--- config.mk ---
export PLATFORM = sky130hd
export DESIGN_NAME = hex_display_arbiter
export DESIGN_NICKNAME = d
export VERILOG_FILES = /design/src/rtl/hex_disp_pkg.sv /design/src/rtl/hex_lz_blank.sv /design/src/rtl/hex_display_arbiter.sv
export SDC_FILE = /design/constraint.sdc
export NUM_CORES = 1
export LEC_CHECK = 0
export ABC_AREA = 1
export CAP_MARGIN = 20
export CORE_MARGIN = 1
export CORE_UTILIZATION = 30
export CTS_CLUSTER_DIAMETER = 40
export CTS_CLUSTER_SIZE = 20
export DETAILED_ROUTE_END_ITERATION = 8
export PLACE_DENSITY_LB_ADDON = 0.3
export SYNTH_ARGS = -nofsm -noshare
export SYNTH_HDL_FRONTEND = slang
export SYNTH_SLANG_ARGS = --single-unit
--- constraint.sdc ---
create_clock -name clk_i -period 7.1 [get_ports clk_i]
set_clock_uncertainty 0.1 [all_clocks]
set_input_delay 1.42 -clock clk_i [delete_from_list [all_inputs] [get_ports clk_i]]
set_output_delay 1.42 -clock clk_i [all_outputs]
set_load 0.05 [all_outputs]
--- src/rtl/hex_disp_pkg.sv ---
// Shared definitions for the hex display arbiter: state encoding, digit-word
// geometry and the {enable, nibble} packing helper.
package hex_disp_pkg;

   localparam int unsigned DIGITS  = 8;
   localparam int unsigned NIB_W   = 4;
   localparam int unsigned EN_BIT  = 4;
   localparam int unsigned DIGIT_W = 5;

   typedef enum logic [1:0] {
      IDLE = 2'd0,
      OWN0 = 2'd1,
      OWN1 = 2'd2
   } state_e;

   function automatic logic [DIGIT_W-1:0] pack_digit(input logic en,
                                                     input logic [NIB_W-1:0] nib);
      return {en, nib};
   endfunction

endpackage

--- src/rtl/hex_lz_blank.sv ---
// Leading-zero blanking mask: a digit is lit when blanking is off, when it is
// digit 0, or when it or any more significant nibble is nonzero.
module hex_lz_blank
   import hex_disp_pkg::*;
(
   input  logic [31:0] value,
   input  logic        blank,
   output logic [7:0]  en_mask
);

   always_comb begin
      en_mask = '0;
      for (int unsigned k = 0; k < DIGITS; k++) begin
         en_mask[k] = !blank || (k == 0) || ((value >> (k * NIB_W)) != '0);
      end
   end

endmodule

--- src/rtl/hex_display_arbiter.sv ---
// Round-robin owner of the 8-digit hex display with a minimum hold time;
// registers the owner's value as eight {enable, nibble} digit words.
module hex_display_arbiter
   import hex_disp_pkg::*;
#(
   parameter int unsigned HOLD_CYCLES = 1000,
   parameter int unsigned CNT_W       = 32
) (
   input  logic        clk_i,
   input  logic        rst_i,
   input  logic [1:0]  req_i,
   input  logic [31:0] data0_i,
   input  logic [31:0] data1_i,
   input  logic        blank_lz_i,
   output logic [1:0]  grant_o,
   output logic [4:0]  hex0_o,
   output logic [4:0]  hex1_o,
   output logic [4:0]  hex2_o,
   output logic [4:0]  hex3_o,
   output logic [4:0]  hex4_o,
   output logic [4:0]  hex5_o,
   output logic [4:0]  hex6_o,
   output logic [4:0]  hex7_o
);

   localparam logic [1:0] ST_IDLE = IDLE;
   localparam logic [1:0] ST_OWN0 = OWN0;
   localparam logic [1:0] ST_OWN1 = OWN1;

   localparam logic [CNT_W-1:0] HOLD_LOAD = CNT_W'(HOLD_CYCLES - 1);

   logic [1:0]         state_q, state_d;
   logic [CNT_W-1:0]   cnt_q, cnt_d;
   logic               ptr_q, ptr_d;
   logic [1:0]         grant_q;
   logic               win;
   logic               owner;
   logic               capture;
   logic [31:0]        sel_data;
   logic [7:0]         en_mask;
   logic [DIGIT_W-1:0] digit_q [DIGITS];

   always_comb begin
      state_d = state_q;
      cnt_d   = cnt_q;
      ptr_d   = ptr_q;
      win     = 1'b0;
      owner   = (state_q == ST_OWN1);
      case (state_q)
         ST_IDLE: begin
            if (req_i != 2'b00) begin
               win     = req_i[ptr_q] ? ptr_q : !ptr_q;
               state_d = win ? ST_OWN1 : ST_OWN0;
               cnt_d   = HOLD_LOAD;
               ptr_d   = !win;
            end
         end
         ST_OWN0, ST_OWN1: begin
            if (cnt_q != '0) begin
               cnt_d = cnt_q - CNT_W'(1);
            end else if (req_i[!owner]) begin
               state_d = owner ? ST_OWN0 : ST_OWN1;
               cnt_d   = HOLD_LOAD;
               ptr_d   = owner;
            end else if (!req_i[owner]) begin
               state_d = ST_IDLE;
            end
         end
         default: begin
            state_d = ST_IDLE;
            cnt_d   = '0;
         end
      endcase
   end

   assign sel_data = (state_q == ST_OWN1) ? data1_i : data0_i;
   assign capture  = ((state_q == ST_OWN0) && req_i[0]) ||
                     ((state_q == ST_OWN1) && req_i[1]);

   hex_lz_blank u_blank (
      .value   (sel_data),
      .blank   (blank_lz_i),
      .en_mask (en_mask)
   );

   always_ff @(posedge clk_i) begin
      if (rst_i) begin
         state_q <= ST_IDLE;
         cnt_q   <= '0;
         ptr_q   <= 1'b0;
         grant_q <= 2'b00;
      end else begin
         state_q <= state_d;
         cnt_q   <= cnt_d;
         ptr_q   <= ptr_d;
         grant_q <= {state_d == ST_OWN1, state_d == ST_OWN0};
      end
   end

   // Enables drop on the edge that enters IDLE; nibble fields keep their value.
   always_ff @(posedge clk_i) begin
      if (rst_i) begin
         for (int unsigned k = 0; k < DIGITS; k++) digit_q[k] <= '0;
      end else if (state_d == ST_IDLE) begin
         for (int unsigned k = 0; k < DIGITS; k++) digit_q[k][EN_BIT] <= 1'b0;
      end else if (capture) begin
         for (int unsigned k = 0; k < DIGITS; k++)
            digit_q[k] <= pack_digit(en_mask[k], sel_data[k*NIB_W +: NIB_W]);
      end
   end

   assign grant_o = grant_q;
   assign hex0_o  = digit_q[0];
   assign hex1_o  = digit_q[1];
   assign hex2_o  = digit_q[2];
   assign hex3_o  = digit_q[3];
   assign hex4_o  = digit_q[4];
   assign hex5_o  = digit_q[5];
   assign hex6_o  = digit_q[6];
   assign hex7_o  = digit_q[7];

endmodule
Word level (Yosys, flattened, before mapping):

Memories as Yosys holds them, arrays and structs flattened.
Index checks and enable logic that the tools add are counted.

* memories kept: 1
* bits in writable memories: 40
* input port bits: 69
* word-level logic and storage cells: 126
* bits in registers: 37
* output and inout port bits: 42

Memories
* digit_q: depth 8, width 5, read ports 8, clocked after Yosys merged registers in 0, wr ports 8, line hex_display_arbiter.sv:41 `logic [DIGIT_W-1:0] digit_q [DIGITS];`

* muxes and demuxes: 56
* $lt $le $gt $ge: 3
* reduce and logical (&&, ||, !) cells: 29
* equal/unequal tests: 8
* add/sub/neg operators: 1
* bitwise operators: 24

Operators by type and width (number)
* nonzero test 32 bit: 8
* 2-to-1 mux 32 bit: 4
* one-hot mux 32 bit (2 select lines): 1
* 2-to-1 mux 1 bit: 35
* 2-to-1 mux 4 bit: 8
* subtractor 32 x 1 -> 32 bit (second input constant): 1
* bitwise OR 1 bit: 24
* 2-to-1 mux 2 bit: 6
* logical OR 1 bit: 8
* < comparator 1 x 2 -> 1 bit (second input constant): 3
* != test 2 bit (second input constant): 3
* == test 2 x 1 -> 1 bit (second input constant): 2
* == test 2 bit (second input constant): 2
* logical NOT 1 bit: 4
* logical NOT 2 bit: 2
* one-hot mux 2 bit (2 select lines): 1
* AND reduction 4 bit: 1
* nonzero test 2 bit: 2
* != test 3 bit (second input constant): 1
* logical AND 1 bit: 2
* one-hot mux 1 bit (2 select lines): 1
* AND reduction 2 bit: 1
* OR reduction 2 bit: 1

Longest topological paths before layout:

Gate-level depths: netlist of the first run.

* depth in word-level cells: 13
* gate-level depth with buffers: 15

Modules after synthesis:

Synthesis of the first run repeated with hierarchy kept, for this count alone.

* cells, all modules: 631
* area total of the unflattened synthesis: 4550.6 um2

Modules (own cells, without submodules)
* hex_display_arbiter: area an instance 4355.4 um2, cells an instance 593, times used 1
* hex_lz_blank: area an instance 195.2 um2, cells an instance 38, times used 1

Worst setup path after synthesis of the first run:

OpenSTA, ideal clock, no wires.

* path kind: in2reg
* from: input req_i[0]
* to: memory digit_q[0][0], enable pin
* library setup time: 0.389 ns
* stages: 12
* buffers on the path: 0
* path slack: 3.798 ns
* arrival time: 2.812 ns
* cells stage by stage: inv_1 nand2_1 o21ai_0 o21ai_0 nand2_1 nand2_1 nand3_1 nand2_1 nand2_1 nand2_1 nand2_1 nand2_1

RTL lines
* start, declared: line hex_display_arbiter.sv:11 `input logic [1:0] req_i,`
* end, declared: line hex_display_arbiter.sv:41

==> results.py, run 1 <==
metrics = {
    "clock_network": {
        "clk_pin_slew_ns": 0.05,
        "clkLatencyLatePin_ns": 0.35,
        "cts_buffer_depth": 2,
        "cts_resized": 0,
        "postCtsSetupBuffers": 0,
        "cts.sinks": 77,
        "cts_tree": "yes",
        "cts_root_buf": "clkbuf_16",
        "htree_levels": 3,
        "cts_buffers": 9,
        "hold_buffers": 0,
    },
    "finish": {
        "fill_cells": 1415,
        "drive_above_1_share": 0.1426,
        "fin_util": 0.4124,
        "seq_area_um2": 1932,
        "multi_input_area_um2": 2161,
        "diodes": 0,
        "fin_area_um2": 5995,
        "nets": 750,
        "area_growth_pct": 34.31,
    },
    "power_and_ir_drop": {
        "comb_power_share": 0.521,
        "p_sw_w": 0.001057,
        "p_leak_nw": 2.459,
        "vdd_drop_max_mv": 0.1438,
        "sw_frac_of_total": 0.4564,
        "pwr-share-clk": 0.200,
        "power.internal_w": 0.001259,
        "p_per_area_nw_per_um2": 386.3,
        "pwr-share-seq": 0.279,
    },
    "logic_synthesis": {
        "synth_seq_cells": 77,
        "synth_ff_type": "edfxtp_1",
        "avgSynthCellArea_um2": 7.885,
        "synth_cell_types": 40,
        "synthSimpleGateAreaFrac": 0.3246,
        "synth_fa_ha_area_frac": 0.01682,
        "synth_compound_area_frac": 0.1054,
        "synth_xor_area_frac": 0.009812,
        "async_reset_ff_frac": 0,
        "synthesis.nets": 641,
        "yosysSeqAreaShare": 0.4329,
        "netlist_instances": 566,
        "yosys-mux-area-fraction": 0.02691,
        "syn_area_um2": 4463,
        "ys_warn_count": 0,
        "synth_top_family_by_area": "simple AND/OR/NAND/NOR gates",
        "synth_edf_count": 39,
    },
    "sta": {
        "tns_ns": 0,
        "final_max_slew_viol_count": 0,
        "hold_violations": 0,
        "rsz0062_at_grt": "no",
        "fin_ws_ns": 3.476,
        "setup_violations": 0,
        "fin_crit_sh": 0.5104,
        "hold_ws_ns": 0.3492,
        "finalCriticalPeriod_ns": 3.624,
        "slew_headroom": 0.5865,
        "tightest_slew_ns": 0.6154,
        "fmax_mhz": 275.9,
    },
    "flow_run": {
        "maxCapViolCount": 0,
    },
    "outcome": {
        "status": "completed",
    },
    "worst_setup_path": {
        "crit_slowest_cell": "clkdlybuf4s50_1",
        "cp-end-kind": "flip-flop",
        "worst_path_most_repeated_cell": "nand2_1",
        "path_buf_inv": 2,
        "crit_cells": 12,
        "worst-setup-path-type": "in -> reg",
        "crit_fanout": 24,
        "r2r_cells": 14,
        "required_ns": 7.02,
        "arrival_ns": 3.54,
        "max_stage_delay_ns": 0.57,
        "cp_cell_sequence": "clkdlybuf4s50_1 > nor2_1 > a21oi_1 > nand2_1 > nand3_1 > nand3_2 > nand2_4 > nand2_1 > nand2_1 > nand2_1 > nand2_1 > buf_4",
        "crit_family": "simple AND/OR/NAND/NOR gates",
        "start_kind": "input port",
    },
    "global_route": {
        "grt_use_total": 0.1548,
        "grt_max_degree": 41,
        "grt_pass1_wl_um": 18020,
        "antenna_found_initial": 0,
        "grt_pass1_vias": 3892,
        "grt_overflow": 0,
    },
    "place": {
        "io_buffers": 110,
        "dp_hpwl_um": 8964,
        "place.gp.congestion": 0.8892,
        "dp_slack_ns": 3.126,
        "placed_cell_area_um2": 5699,
    },
    "routing": {
        "post_drt_wl_per_cell_um": 13.50,
        "viasPerCell": 4.679,
        "drc_errors": 0,
        "postRouteAntennaNets": 0,
        "via_count": 4043,
        "dr.first_iter.drc_count": 224,
        "dr.pass1.iters": 4,
        "wirelength_um": 11660,
    },
    "hold_path": {
        "hp-class": "reg -> reg",
        "min_delay_path_depth": 2,
    },
    "die": {
        "ios": 111,
        "die-area_um2": 15370,
        "num_rows": 44,
        "fp.dieH_um": 124.0,
        "initial_core_util": 0.3071,
        "core_um2": 14530,
        "fp.dieW_um": 124.0,
    },
}
## path summary, 6_finish.rpt
path	startpoint	to	slack, ns
max	req_i[1]	digit_q[0][10]	3.48
max reg2reg	state_q[0]	digit_q[0][10]	4.02
min	digit_q[0][4]	digit_q[0][4]	0.35
min reg2reg	digit_q[0][4]	digit_q[0][4]	0.35
## synth_stat cells (6+ instances only)
cell type  instances  share of area
o21a_1             9          0.015
or2_2             13          0.018
a21oi_1           23          0.026
mux2i_1           12          0.027
o21ai_2            8          0.016
nand3_1           21          0.024
nand2_1          107          0.090
dfxtp_1           38           0.17
inv_2              7         0.0059
nor2_2            30          0.042
ha_1               6          0.017
nor3_1            12          0.013
buf_6              7          0.018
o21ai_0           30          0.034
edfxtp_1          39           0.26
nor2_1            83          0.070
nand4_1           10          0.014
nand2_2            6         0.0084
inv_1             61          0.051
## worst min-delay path: stages (launching register included)
cell and delay [ns]:
dfxtp_1 0.30, nand2_1 0.06, nand2_1 0.04
## sequential cells by signal (all words and copies together) (netlist names)
name / cells
cnt_q: 32
state_q: 2
grant_o: 2
digit_q: 40
ptr_q: 1
## placed cells by master (no fill, tap or decap), types with 3 or more instances in the layout
| cell type | netlist | layout |
|---|---|---|
| a21oi_1 | 23 | 23 |
| a21oi_2 | 4 | 4 |
| clkbuf_16 | 0 | 9 |
| clkdlybuf4s50_1 | 0 | 110 |
| dfxtp_1 | 38 | 38 |
| edfxtp_1 | 39 | 39 |
| ha_1 | 6 | 5 |
| inv_1 | 61 | 61 |
| inv_2 | 7 | 7 |
| mux2i_1 | 12 | 12 |
| nand2_1 | 107 | 107 |
| nand2_2 | 6 | 6 |
| nand2_4 | 5 | 5 |
| nand3_1 | 21 | 21 |
| nand3_2 | 3 | 3 |
| nand4_1 | 10 | 10 |
| nor2_1 | 83 | 83 |
| nor2_2 | 30 | 30 |
| nor3_1 | 12 | 12 |
| nor4_1 | 4 | 4 |
| o21a_1 | 9 | 9 |
| o21ai_0 | 30 | 30 |
| o21ai_2 | 8 | 8 |
| or2_2 | 13 | 13 |
| xor2_1 | 3 | 3 |
## power groups by stage
stage	Sequential, W	Combinational, W	Clock [W]
2_1_floorplan	0.000840	0.000700	0
3_3_place_gp	0.000653	0.00120	0
3_5_place_dp	0.000656	0.00121	0
4_1_cts	0.000648	0.00121	0.000472
5_1_grt	0.000659	0.00132	0.000492
6_report	0.000647	0.00121	0.000463
## area by class of cell
class / instances / area share
flip-flops and latches: 77 / 0.3223
clock buffers: 12 / 0.04112
well taps: 184 / 0.03841
multi-input cells: 406 / 0.3605
clock inverters: 4 / 0.008140
inverters: 69 / 0.04341
repair buffers: 112 / 0.1862
## metal layers
layer | wire, µm | track usage | vias to the layer above
met4 | 170 | 0.06101 | 0
met2 | 5445 | 0.2698 | 125
li1 | - | - | 2063
met3 | 932 | 0.03388 | 12
met5 | 0 | 0 | -
met1 | 5112 | 0.1843 | 1843
## through the flow
step                      power [W]  std cells
after floorplan            0.001540        566
after global placement     0.001849        848
after detailed placement   0.001862        848
after CTS                  0.002331        864
after global routing       0.002474        864
final                      0.002316        864
## cell families after synthesis
logic type	after synthesis
and+or+nand+nor	304
buffers and inverters	83
AOI/OAI and AO/OA	79
DFF	77
muxes	12
adders and majority gates	6
xor gates and xnor gates	5
No activity file was read; power rests on OpenSTA's default activity.
==> run 2, diff against run 1 <==
==> constraint.sdc (replaced) <==
create_clock -name clk_i -period 3.2 [get_ports clk_i]
set_clock_uncertainty 0.1 [all_clocks]
set_input_delay 0.64 -clock clk_i [delete_from_list [all_inputs] [get_ports clk_i]]
set_output_delay 0.64 -clock clk_i [all_outputs]
set_load 0.05 [all_outputs]
==> results.py, run 2 (synthesis results as in run 1) <==
metrics = {
    "finish": {
        "diodes": 0,
        "mostFrequentLayoutCells": "clkdlybuf4s50_1, nand2_1, nor2_1, inv_1, edfxtp_1",
        "area_growth_pct": 35.16,
        "fin_cells": 869,
        "drive_above_1_share": 0.1533,
        "nets": 755,
        "largestRegisters": "digit_q x40, cnt_q x32",
        "layout_commonest_cell": "clkdlybuf4s50_1",
        "largest_reg_flops": 40,
        "fin_util": 0.4150,
        "regMostFlops": "digit_q",
    },
    "sta": {
        "rsz0062_at_grt": "no",
        "tns_ns": 0,
        "tightest_slew_ns": 0.5930,
        "fin_ws_ns": 0.4927,
        "setup_violations": 0,
        "fin_crit_sh": 0.8460,
        "final_max_slew_viol_count": 0,
        "hold_violations": 0,
        "fmax_mhz": 369.4,
        "slew_headroom": 0.6016,
        "finalCriticalPeriod_ns": 2.707,
    },
    "die": {
        "die-area_um2": 15370,
        "ios": 111,
        "fp.dieH_um": 124.0,
        "core_um2": 14530,
        "num_rows": 44,
        "fp.dieW_um": 124.0,
        "initial_core_util": 0.3071,
    },
    "worst_setup_path": {
        "path_buf_inv": 2,
        "crit_fanout": 19,
        "crit_slowest_cell": "ha_2",
        "r2r_cells": 10,
        "arrival_ns": 2.69,
        "crit_family": "simple AND/OR/NAND/NOR gates",
        "worst_path_most_repeated_cell": "nor2_1",
        "start_kind": "flip-flop",
        "timing.rr.start": "state_q[0]",
        "required_ns": 3.18,
        "r2r_slack_ns": 0.49,
        "max_stage_delay_ns": 0.42,
        "cp_cell_sequence": "inv_1 > ha_2 > inv_2 > o21ai_0 > nand4_1 > nand3b_1 > nor2_2 > nand3_1 > nor2_1 > nor2_1",
        "worst-setup-path-type": "reg -> reg",
        "cp-end-kind": "flip-flop",
        "worst_r2r_endpoint": "digit_q[0][9]",
    },
    "power_and_ir_drop": {
        "pwr-share-clk": 0.190,
        "power.internal_w": 0.002730,
        "pwr-share-seq": 0.281,
        "p_total_w": 0.005101,
        "p_leak_nw": 2.486,
        "sw_frac_of_total": 0.4649,
        "vdd_drop_max_mv": 0.3810,
        "p_per_area_nw_per_um2": 845.7,
        "p_sw_w": 0.002371,
        "comb_power_share": 0.529,
    },
    "global_route": {
        "grt_max_degree": 41,
        "grt_pass1_vias": 3806,
        "grt_overflow": 0,
        "grt_use_total": 0.1535,
        "grt_pass1_wl_um": 18010,
        "antenna_found_initial": 0,
    },
    "clock_network": {
        "cts_root_buf": "clkbuf_16",
        "clkLatencyLatePin_ns": 0.34,
        "cts.sinks": 77,
        "htree_levels": 3,
        "cts_resized": 0,
        "hold_buffers": 0,
        "postCtsSetupBuffers": 0,
        "clk_pin_slew_ns": 0.06,
        "cts_tree": "yes",
        "cts_buffers": 9,
        "cts_buffer_depth": 2,
    },
    "flow_run": {
        "maxCapViolCount": 0,
    },
    "routing": {
        "drc_errors": 0,
        "wl_met1_um": 5020,
        "postRouteAntennaNets": 0,
        "wirelength_um": 11740,
        "viasPerCell": 4.725,
        "wl_met3_um": 918,
        "wl_met2_um": 5637,
        "dr.pass1.iters": 4,
        "post_drt_wl_per_cell_um": 13.51,
        "dr.first_iter.drc_count": 212,
        "routed.top_layer": "met4",
        "via_count": 4106,
    },
    "place": {
        "dp.cells": 853,
        "dp_hpwl_um": 8962,
        "place.gp.congestion": 0.8748,
        "io_buffers": 110,
        "dp_slack_ns": 0.2798,
    },
    "hold_path": {
        "min_delay_path_depth": 2,
        "hold_end": "digit_q[0][4]",
        "hp-class": "reg -> reg",
        "min_from": "digit_q[0][4]",
    },
    "outcome": {
        "status": "completed",
    },
}
## run 2: layer usage
layer  vias up  global-route usage
li1       2070                   -
met3        14             0.03526
met5         -                   0
met2       145              0.2719
met4         0             0.05060
met1      1877              0.1821
## run 2: how the worst max path moves through the flow
| stage | from | end | slack (ns) | cells after the start |
|---|---|---|---|---|
| 3_3_place_gp | req_i[0] | digit_q[0][0] | 0.41 | 13 |
| 2_1_floorplan | state_q[0] | digit_q[0][0] | 0.53 | 8 |
| 6_report | state_q[0] | digit_q[0][9] | 0.49 | 10 |
| 5_1_grt | state_q[0] | digit_q[0][9] | 0.26 | 9 |
| 4_1_cts | state_q[0] | digit_q[0][9] | 0.48 | 10 |
| 3_5_place_dp | req_i[1] | digit_q[1][19] | 0.28 | 11 |
## run 2: final cells by class
| cell class | instances | area [µm²] |
|---|---|---|
| clock buffer | 9 | 225.2 |
| fill | 1434 | 8502 |
| tap | 184 | 230.2 |
| inverter | 69 | 260.3 |
| clock inverter | 7 | 57.56 |
| timing repair buffer | 117 | 1166 |
| sequential | 77 | 1932 |
| multi-input combinational | 406 | 2161 |
## run 2: power groups by stage
stage          clock network [W]  registers, W  logic [W]
2_1_floorplan                  0       0.00186    0.00155
3_3_place_gp                   0       0.00145    0.00267
3_5_place_dp                   0       0.00146    0.00269
4_1_cts                 0.000994       0.00144    0.00270
5_1_grt                  0.00103       0.00146    0.00297
6_report                0.000968       0.00144    0.00270
## run 2: through the flow
stage | hold slack [ns] | instance area, µm²
final | 0.3641 | 6032
after global routing | 0.3890 | 6032
after CTS | 0.3678 | 6032
after detailed placement | 0.3562 | 5749
after global placement | 0.3474 | 5749
after floorplan | 0.3447 | 4463
## run 2: worst min-delay path: stages, from the launching register on
cell     delay (ns)
dfxtp_1        0.31
nand2_1        0.06
nand2_1        0.05
==> run 3, diff against run 2 <==
==> constraint.sdc (replaced) <==
create_clock -name clk_i -period 2.44 [get_ports clk_i]
set_clock_uncertainty 0.1 [all_clocks]
set_input_delay 0.488 -clock clk_i [delete_from_list [all_inputs] [get_ports clk_i]]
set_output_delay 0.488 -clock clk_i [all_outputs]
set_load 0.05 [all_outputs]
==> results.py, run 3 (synthesis results as in run 1) <==
metrics = {
    "outcome": {
        "status": "completed",
    },
    "global_route": {
        "grt_max_degree": 23,
        "antenna_found_initial": 0,
        "grt_overflow": 0,
        "grt_pass1_wl_um": 19400,
        "grt_pass1_vias": 4136,
        "grt_use_total": 0.1647,
    },
    "worst_setup_path": {
        "arrival_ns": 2.31,
        "required_ns": 2.45,
        "r2r_cells": 13,
        "timing.rr.start": "state_q[0]",
        "worst-setup-path-type": "reg -> reg",
        "worst_r2r_endpoint": "digit_q[0][19]",
        "crit_fanout": 10,
        "start_kind": "flip-flop",
        "r2r_slack_ns": 0.14,
        "cp-end-kind": "flip-flop",
    },
    "finish": {
        "drive_above_1_share": 0.2039,
        "layout_commonest_cell": "clkdlybuf4s50_1",
        "fin_util": 0.4395,
        "mostFrequentLayoutCells": "clkdlybuf4s50_1, nand2_1, nor2_1, inv_1, edfxtp_1",
        "area_growth_pct": 43.12,
        "largestRegisters": "digit_q x40, cnt_q x32",
        "largest_reg_flops": 40,
        "fin_cells": 900,
        "regMostFlops": "digit_q",
        "fin_area_um2": 6387,
        "nets": 786,
        "diodes": 0,
    },
    "power_and_ir_drop": {
        "sw_frac_of_total": 0.4569,
        "p_leak_nw": 2.671,
        "pwr-share-clk": 0.183,
        "vdd_drop_max_mv": 0.4061,
        "comb_power_share": 0.552,
        "pwr-share-seq": 0.265,
        "power.internal_w": 0.003848,
        "p_per_area_nw_per_um2": 1109,
        "p_sw_w": 0.003237,
        "p_total_w": 0.007085,
    },
    "routing": {
        "wirelength_um": 12400,
        "dr.pass1.iters": 4,
        "dr.first_iter.drc_count": 199,
        "postRouteAntennaNets": 0,
        "drc_errors": 0,
        "via_count": 4292,
        "post_drt_wl_per_cell_um": 13.77,
        "viasPerCell": 4.769,
    },
    "die": {
        "fp.dieW_um": 124.0,
        "core_um2": 14530,
        "die-area_um2": 15370,
        "num_rows": 44,
        "initial_core_util": 0.3071,
        "fp.dieH_um": 124.0,
        "ios": 111,
    },
    "sta": {
        "slew_headroom": 0.6463,
        "hold_violations": 0,
        "finalCriticalPeriod_ns": 2.304,
        "tightest_slew_ns": 0.5289,
        "setup_violations": 0,
        "fmax_mhz": 434.0,
        "fin_crit_sh": 0.9443,
        "final_max_slew_viol_count": 0,
    },
    "place": {
        "io_buffers": 110,
        "dp.cells": 879,
        "place.gp.congestion": 0.8559,
        "dp_hpwl_um": 9354,
        "placed_cell_area_um2": 6010,
    },
    "flow_run": {
        "maxCapViolCount": 0,
    },
    "clock_network": {
        "cts_buffer_depth": 2,
        "cts_root_buf": "clkbuf_16",
        "clk_pin_slew_ns": 0.06,
        "cts.sinks": 77,
        "htree_levels": 3,
        "cts_tree": "yes",
        "cts_buffers": 9,
        "clkLatencyLatePin_ns": 0.35,
    },
    "hold_path": {
        "hold_end": "digit_q[0][4]",
        "hp-class": "reg -> reg",
        "min_from": "digit_q[0][4]",
        "min_delay_path_depth": 2,
    },
}
-- run 3: cell types whose count changed in the layout (fill, tap and decap cells not counted), sizes merged --
cell / before / now
clkbuf: 9 / 10
inv: 71 / 70
buf: 7 / 38
-- run 3: worst max-delay path, cell delays in order (launching register included) --
cell and delay (ns):
dfxtp_2 0.33, inv_2 0.05, ha_4 0.18, buf_6 0.15
or2_2 0.30, o21ai_2 0.08, nand2_1 0.09, nor3_2 0.19
nand3b_1 0.17, nor2_2 0.17, buf_4 0.13, nand2_1 0.04
inv_1 0.05, nor2_1 0.04
-- run 3: through the flow --
step	worst slack (ns)	hold WS, ns	TNS [ns]
2_1_floorplan	0.06354	0.3447	0
6_report	0.1358	0.3497	0
5_1_grt	-0.002498	0.3661	-0.002498
4_1_cts	0.04374	0.3535	0
3_5_place_dp	-0.09055	0.3422	-4.850
3_3_place_gp	-0.04556	0.3466	-1.215
-- run 3: cell type report --
| class | count | area, µm² |
|---|---|---|
| clock buffer | 10 | 239.0 |
| fill | 1467 | 8147 |
| timing repair buffer | 148 | 1469 |
| sequential | 77 | 1933 |
| inverter | 69 | 262.8 |
| multi-input combinational | 406 | 2208 |
| clock inverter | 6 | 45.04 |
| tap | 184 | 230.2 |
-- run 3: worst max path at each step --
stage                     slack, ns              to       start  cells past startpoint
after floorplan                0.06   digit_q[0][0]  state_q[0]                      8
after global placement        -0.05  digit_q[1][13]    req_i[0]                     14
after detailed placement      -0.09   digit_q[0][9]  state_q[0]                     10
after CTS                      0.04   digit_q[0][9]  state_q[0]                     10
after global routing         -0.002  digit_q[0][19]  state_q[0]                     13
final                          0.14  digit_q[0][19]  state_q[0]                     13
-- run 3: what timing repair did --
item	4_1_cts	5_1_grt
pin swaps	0	4
cloned	0	0
setup endpoints to repair	21	79
hold buffers	0	0
resized for setup	1	22
setup buffers	0	5
-- run 3: power groups by stage --
stage | combinational (W) | clock, W | sequential, W
after floorplan | 0.00204 | 0 | 0.00244
after global placement | 0.00374 | 0 | 0.00190
after detailed placement | 0.00378 | 0 | 0.00190
after CTS | 0.00381 | 0.00132 | 0.00188
after global routing | 0.00428 | 0.00137 | 0.00192
final | 0.00391 | 0.00130 | 0.00188
-- run 3: per-layer routing --
| metal | track usage | wire length (µm) | vias to the layer above | share of wire |
|---|---|---|---|---|
| li1 | - | - | 2140 | - |
| met1 | 0.1926 | 5398 | 1996 | 0.44 |
| met2 | 0.2892 | 5855 | 139 | 0.47 |
| met3 | 0.03251 | 894 | 17 | 0.072 |
| met4 | 0.07515 | 248 | 0 | 0.020 |
| met5 | 0 | 0 | - | 0 |
